**config.mk**
```make
export PLATFORM = sky130hd
export DESIGN_NAME = exec_trace_buffer
export DESIGN_NICKNAME = d
export VERILOG_FILES = /design/src/rtl/mips_trace_pkg.sv /design/src/rtl/trace_fifo.sv /design/src/rtl/exec_trace_buffer.sv
export SDC_FILE = /design/constraint.sdc
export NUM_CORES = 2
export LEC_CHECK = 0
export BUFFER_PORTS_ARGS = -buffer_cell sky130_fd_sc_hd__buf_2
export CORE_MARGIN = 10
export CORE_UTILIZATION = 47
export DETAILED_ROUTE_END_ITERATION = 10
export GPL_TIMING_DRIVEN = 0
export SYNTH_ARGS = -nofsm -noshare
export SYNTH_HDL_FRONTEND = slang
export SYNTH_HIERARCHICAL = 1
export SYNTH_SLANG_ARGS = --single-unit
```
**constraint.sdc**
```tcl
create_clock -name clock -period 24.5 [get_ports clock]
set_clock_uncertainty 0.05 [all_clocks]
set_input_delay 0 -clock clock [delete_from_list [all_inputs] [get_ports clock]]
set_output_delay 0 -clock clock [all_outputs]
set_load 0.05 [all_outputs]
```
**src/rtl/mips_trace_pkg.sv**
```systemverilog
// Shared types for the mips_top execution trace buffer.
// Entry layout and FSM state encoding used by top and FIFO users.
package mips_trace_pkg;

   localparam int TRACE_PC_W      = 32;
   localparam int TRACE_DATA_W    = 32;
   localparam int TRACE_SEQ_MAX_W = 16;

   typedef enum logic [1:0] {
      IDLE,
      RUN,
      HALT
   } trace_state_t;

   typedef struct packed {
      logic [TRACE_SEQ_MAX_W-1:0] seq;
      logic [TRACE_PC_W-1:0]      pc;
      logic [TRACE_DATA_W-1:0]    ula;
   } trace_entry_t;

endpackage

```
**src/rtl/trace_fifo.sv**
```systemverilog
// Synchronous first-word-fall-through FIFO with registered head.
// Head register holds its last value when the FIFO drains.
module trace_fifo #(
   parameter int DEPTH = 16,
   parameter int WIDTH = 80
) (
   input  logic                     clock,
   input  logic                     reset,
   input  logic                     clr,
   input  logic                     push,
   input  logic                     pop,
   input  logic [WIDTH-1:0]         din,
   output logic [WIDTH-1:0]         dout,
   output logic                     full,
   output logic                     empty,
   output logic [$clog2(DEPTH):0]   count
);

   localparam int AW = $clog2(DEPTH);

   logic [WIDTH-1:0] mem [DEPTH];
   logic [AW-1:0]    wr_ptr;
   logic [AW-1:0]    rd_ptr;
   logic [AW:0]      cnt_q;
   logic [AW:0]      cnt_n;
   logic [WIDTH-1:0] head_q;
   logic [WIDTH-1:0] head_n;
   logic             push_ok;
   logic             pop_ok;

   always_comb begin
      pop_ok  = pop && !clr && (cnt_q != '0);
      push_ok = push && !clr &&
                ((cnt_q != (AW+1)'(DEPTH)) || pop_ok);
      cnt_n   = cnt_q + (AW+1)'(push_ok) - (AW+1)'(pop_ok);
      head_n  = head_q;
      // next head: the following slot, or the incoming word if it lands first
      if (cnt_n != '0) begin
         if (pop_ok)
            head_n = (cnt_q == (AW+1)'(1)) ? din : mem[rd_ptr + AW'(1)];
         else if (cnt_q == '0)
            head_n = din;
      end
   end

   always_ff @(posedge clock) begin
      if (push_ok)
         mem[wr_ptr] <= din;
   end

   always_ff @(posedge clock or negedge reset) begin
      if (!reset) begin
         wr_ptr <= '0;
         rd_ptr <= '0;
         cnt_q  <= '0;
         head_q <= '0;
      end else if (clr) begin
         wr_ptr <= '0;
         rd_ptr <= '0;
         cnt_q  <= '0;
         head_q <= '0;
      end else begin
         if (push_ok)
            wr_ptr <= wr_ptr + AW'(1);
         if (pop_ok)
            rd_ptr <= rd_ptr + AW'(1);
         cnt_q  <= cnt_n;
         head_q <= head_n;
      end
   end

   assign dout  = head_q;
   assign empty = (cnt_q == '0);
   assign full  = (cnt_q == (AW+1)'(DEPTH));
   assign count = cnt_q;

endmodule

```
**src/rtl/exec_trace_buffer.sv**
```systemverilog
// Execution trace recorder for mips_top: one entry per PC change, halt detect.
// Define TRACE_DROP_CNT_EN to add the saturating drop_cnt output.
module exec_trace_buffer
   import mips_trace_pkg::*;
#(
   parameter int DEPTH       = 16,
   parameter int HALT_CYCLES = 4,
   parameter int SEQ_W       = 16
) (
   input  logic                     clock,
   input  logic                     reset,
   input  logic                     start,
   input  logic                     stop,
   input  logic [TRACE_PC_W-1:0]    pc_in,
   input  logic [TRACE_DATA_W-1:0]  ula_in,
   output logic                     out_valid,
   input  logic                     out_ready,
   output logic [TRACE_PC_W-1:0]    out_pc,
   output logic [TRACE_DATA_W-1:0]  out_ula,
   output logic [SEQ_W-1:0]         out_seq,
   output logic [$clog2(DEPTH):0]   count,
   output logic                     overflow,
`ifdef TRACE_DROP_CNT_EN
   output logic [15:0]              drop_cnt,
`endif
   output logic                     halted
);

   localparam int SCW = $clog2(HALT_CYCLES);
   localparam logic [SCW-1:0] HALT_LIM = SCW'(HALT_CYCLES - 1);

   trace_state_t            state_q;
   trace_state_t            state_n;
   logic                    first_q;
   logic [TRACE_PC_W-1:0]   last_pc_q;
   logic [SCW-1:0]          stable_q;
   logic [SEQ_W-1:0]        seq_q;
   logic                    overflow_q;
   logic                    clr;
   logic                    push_req;
   logic                    pc_chg;
   logic                    pop;
   logic                    drop;
   logic                    hold;
   logic                    full;
   logic                    empty;
   trace_entry_t            push_entry;
   trace_entry_t            head;
   logic [$bits(trace_entry_t)-1:0] head_raw;

   always_comb begin
      state_n  = state_q;
      clr      = 1'b0;
      push_req = 1'b0;
      pc_chg   = (pc_in != last_pc_q);
      unique case (state_q)
         IDLE: begin
            if (start && !stop) begin
               state_n = RUN;
               clr     = 1'b1;
            end
         end
         RUN: begin
            if (stop)
               state_n = IDLE;
            else if (first_q || pc_chg)
               push_req = 1'b1;
            else if (stable_q == HALT_LIM)
               state_n = HALT;
         end
         HALT: begin
            if (stop) begin
               state_n = IDLE;
            end else if (pc_chg) begin
               push_req = 1'b1;
               state_n  = RUN;
            end
         end
         default: state_n = IDLE;
      endcase
   end

   assign pop  = out_valid && out_ready;
   assign drop = push_req && full && !pop;
   assign hold = (state_q != IDLE) && !stop && !push_req;

   always_comb begin
      push_entry     = '0;
      push_entry.seq = TRACE_SEQ_MAX_W'(seq_q);
      push_entry.pc  = pc_in;
      push_entry.ula = ula_in;
   end

   always_ff @(posedge clock or negedge reset) begin
      if (!reset) begin
         state_q    <= IDLE;
         first_q    <= 1'b0;
         last_pc_q  <= '0;
         stable_q   <= '0;
         seq_q      <= '0;
         overflow_q <= 1'b0;
      end else begin
         state_q <= state_n;
         first_q <= clr;
         if (clr) begin
            seq_q      <= '0;
            overflow_q <= 1'b0;
            stable_q   <= '0;
         end else if (push_req) begin
            // sequence advances on every attempt so drops leave gaps
            seq_q     <= seq_q + SEQ_W'(1);
            last_pc_q <= pc_in;
            stable_q  <= '0;
         end else if (hold && stable_q != HALT_LIM) begin
            stable_q <= stable_q + SCW'(1);
         end
         if (drop)
            overflow_q <= 1'b1;
      end
   end

`ifdef TRACE_DROP_CNT_EN
   logic [15:0] drop_q;

   always_ff @(posedge clock or negedge reset) begin
      if (!reset)
         drop_q <= '0;
      else if (clr)
         drop_q <= '0;
      else if (drop && drop_q != 16'hFFFF)
         drop_q <= drop_q + 16'd1;
   end

   assign drop_cnt = drop_q;
`endif

   trace_fifo #(
      .DEPTH (DEPTH),
      .WIDTH ($bits(trace_entry_t))
   ) u_fifo (
      .clock (clock),
      .reset (reset),
      .clr   (clr),
      .push  (push_req),
      .pop   (pop),
      .din   (push_entry),
      .dout  (head_raw),
      .full  (full),
      .empty (empty),
      .count (count)
   );

   assign head      = trace_entry_t'(head_raw);
   assign out_valid = !empty;
   assign out_pc    = head.pc;
   assign out_ula   = head.ula;
   assign out_seq   = head.seq[SEQ_W-1:0];
   assign overflow  = overflow_q;
   assign halted    = (state_q == HALT);

endmodule

```
==> flow_summary.yaml <==
status:
  outcome: "finished with violations"
  violations: "capacitance limit, slew limit"
critical_path:
  crit_start: "u_fifo/count[3]$_DFF_PN0_"
  worst_setup_path_start_kind: "flip-flop"
  reg2reg_depth: 19
  r2r_start: "u_fifo/count[3]$_DFF_PN0_"
  r2r_slack_ns: 17.73
  cp_slowest_stage_delay_ns: 0.98
  end_kind: "flip-flop"
  critPathSlowestCell: "o2111ai_4"
  required_ns: 25.05
  cp.arrival_ns: 7.32
  crit_top_cell: "nor2b_1"
  worstPathCellList: "inv_1, ha_1, or3b_1, buf_2, nor2_2, nor2b_1, nor2b_1, nor2b_1, nand2b_1, o21ai_0, ha_1, inv_1, fa_1, xor2_2, nand3_2, or3b_4, o2111ai_4, buf_6, o221ai_1"
  worstSetupEndpoint: "u_fifo/dout[3]$_DFFE_PN0P_"
  crit_path_max_fanout: 10
  path_class: "flip-flop to flip-flop"
  r2r-end: "u_fifo/dout[3]$_DFFE_PN0P_"
yosys:
  synth_edf_count: 1280
  synth_area_leaders: "edfxtp_1, mux4_2, dfrtp_1, mux4_1, inv_1"
  yosysMostFrequentCell: "edfxtp_1"
  syn_area_per_cell_um2: 19.5
  synth.net_count: 3065
  synthArstFlopShare_pct: 10.3
  synthDistinctLibCells: 79
  yosys_most_used_dff: "edfxtp_1"
  netlist_instances: 2979
  synthesis.area_um2: 57900
  synth.largest_area_cell: "edfxtp_1"
  ys_seq_area_share_pct: 72.7
  ys_ff_latch: 1427
  ys_warn_count: 6
  yosysTopAreaCellShare_pct: 66.3
  synthTopCellsByCount: "edfxtp_1, inv_1, mux4_2, dfrtp_1"
placed_design:
  portBuffers: 156
  placed_cells: 4849
  hpwl_um: 94700
  gp_congestion: 0.781
clocking:
  cts.htree.levels: 4
  cts_tree: "yes"
  cts.reportedPaths.clkPinSlew_ns: 0.06
  cts_root_buf: "clkbuf_16"
  clock_sinks: 1427
  clockBufferDepth: 3
  cts_buffers: 150
  clk_latency_ns: 0.75
route:
  vias_per_cell: 5.91
  postRouteAntennaNets: 0
  firstDrtPassIters: 5
  via_count: 30800
  routed_wl_um: 147000
  first_iter_violations: 2842
  wl_per_cell_um: 28.2
  drc_errors: 0
floorplan:
  initial_core_util_pct: 47.4
  io_pins: 157
  core_area_um2: 122000
  die_h_um: 371
  die_x_um: 371
  num_rows: 128
  dieArea_um2: 138000
cells_and_area:
  area_growth_syn_to_layout_pct: 16.8
  drive_gt1_share_pct: 26.6
  postLayoutCoreUtil_pct: 55.4
  final_cells: 5201
  fin_nets: 3534
power:
  p_sw_share_pct: 36.1
  ir_drop_uv: 143
  finalPower_mw: 8.50
  switchingPower_mw: 3.07
  p_seq_share_pct: 34.7
  leakage_nw: 23.5
  power.density_nw_per_um2: 126
  pwr-share-comb_pct: 38.9
  intPower_mw: 5.43
  clkPwrFrac_pct: 26.4
flow_run:
  maxCapViolCount: 1
timing:
  rsz0062_at_grt: "no"
  final_max_slew_viol_count: 10
  final.period_utilization_pct: 27.6
  finalSetupTns_ns: 0
  period_needed_ns: 6.77
  worst_pin_slew_ns: 1.54
  finalHoldViolations: 0
  relSlewSlack_pct: -2.96
  clock.fmax_mhz: 148
  finalSetupViolCount: 0
global_route:
  grt_pass1_wl_um: 215000
  grt_max_degree: 104
  track_usage_pct: 21.2
  grt-ovfl-total: 0
  grt_pass1_vias: 31600
  antenna_found_initial: 9
min_path:
  min-delay-start: "ula_in[1]"
  worstHoldPathType: "input port to flip-flop"
==> worst max-delay path: cells and delay by family (launching register included) <==
kind                       cells  cell delay [ns]
and+or+nand+nor                8             3.13
AOI/OAI and AO/OA              3             1.23
adders and majority gates      3             0.91
buffers and inverters          4             0.62
DFF                            1             0.41
xor gates and xnor gates       1             0.23
==> flip-flops by register name (all words and copies together) (netlist names) <==
register / cells
u_fifo/mem: 1280
u_fifo/dout: 80
last_pc_q: 32
seq_q: 16
u_fifo/count: 5
u_fifo/rd_ptr: 4
u_fifo/wr_ptr: 4
stable_q: 2
state_q: 2
first_q: 1
overflow: 1
==> final cells by class <==
class                      instances  area [um^2]
timing repair buffer             317         2740
inverter                         260          976
buffer                           187         1210
clock buffer                     196         4100
fill                            9247        54500
tap                             1625         2030
multi-input combinational       1105        13700
antenna                            2         5.00
sequential                      1427        42100
clock inverter                    82          782
==> layer usage <==
layer / global-route usage [%] / wire length [um] / up-vias
met4: 6.16 / 3820 / 2
met1: 29.2 / 61400 / 16200
met3: 5.45 / 12000 / 226
li1: - / - / 13100
met2: 33.4 / 69500 / 1228
met5: 0 / 13 / -
==> metrics by stage <==
step | cell area, um^2 | hold WS, ns | setup WS [ns]
2_1_floorplan | 57900 | -0.346 | 14.12
3_3_place_gp | 60800 | 0.316 | 5.55
3_5_place_dp | 62100 | -0.0863 | 17.96
4_1_cts | 67700 | 0.0876 | 17.93
5_1_grt | 67700 | 0.110 | 17.47
6_report | 67700 | 0.132 | 17.73
==> cell families (layout without fill, tap and decap cells) <==
kind of cell | after synthesis | after routing | share of synthesized area [%]
XOR/XNOR | 40 | 40 | 0.631
flip-flops | 1427 | 1427 | 72.7
multiplexers | 362 | 362 | 13.9
other | 0 | 2 | 0
AND/OR/NAND/NOR | 226 | 226 | 2.44
adder cells (fa/ha/maj) | 17 | 17 | 0.380
AO/OA/AOI/OAI | 460 | 460 | 6.19
buffers and inverters | 447 | 1042 | 3.78
==> worst min-delay path by stage <==
stage / end / slack (ns) / cells after the start
6_report: u_fifo/mem[1][1]$_DFFE_PP_ / 0.13 / 2
2_1_floorplan: first_q$_DFF_PN0_ / -0.35 / 0
3_3_place_gp: state_q[1]$_DFFE_PN0P_ / 0.32 / 4
3_5_place_dp: u_fifo/dout[12]$_DFFE_PN0P_ / -0.09 / 1
5_1_grt: u_fifo/mem[1][1]$_DFFE_PP_ / 0.11 / 2
4_1_cts: u_fifo/mem[1][1]$_DFFE_PP_ / 0.09 / 2
==> repair_timing <==
item | CTS | global route
setup buffers | 0 | 0
hold endpoints to repair | 1288 | 0
endpoints found under the setup margin | 0 | 0
resized for setup | 0 | 0
hold buffers | 72 | 0
==> power groups by stage <==
stage          registers (mW)  logic, mW  clock network [mW]
6_report                 2.95       3.31                2.24
4_1_cts                  2.95       3.32                2.29
3_3_place_gp             3.02       3.21                   0
3_5_place_dp             3.00       3.30                   0
5_1_grt                  2.96       3.51                2.39
2_1_floorplan            3.20       1.97                   0
==> layout by cell type (no fill, tap or decap), types with 24 or more instances in the layout <==
master / instances
clkinv_2: 36
o22ai_1: 81
clkbuf_1: 106
mux4_1: 72
and2_2: 73
edfxtp_1: 1280
inv_1: 259
a211oi_1: 81
nand2_1: 24
a21boi_0: 59
buf_4: 59
o221ai_1: 80
buf_2: 187
clkbuf_16: 155
dlygate4sd3_1: 71
dfrtp_1: 147
o311ai_0: 80
xnor2_1: 35
mux2_4: 30
mux4_2: 248
(Power assumes the default switching activity.)
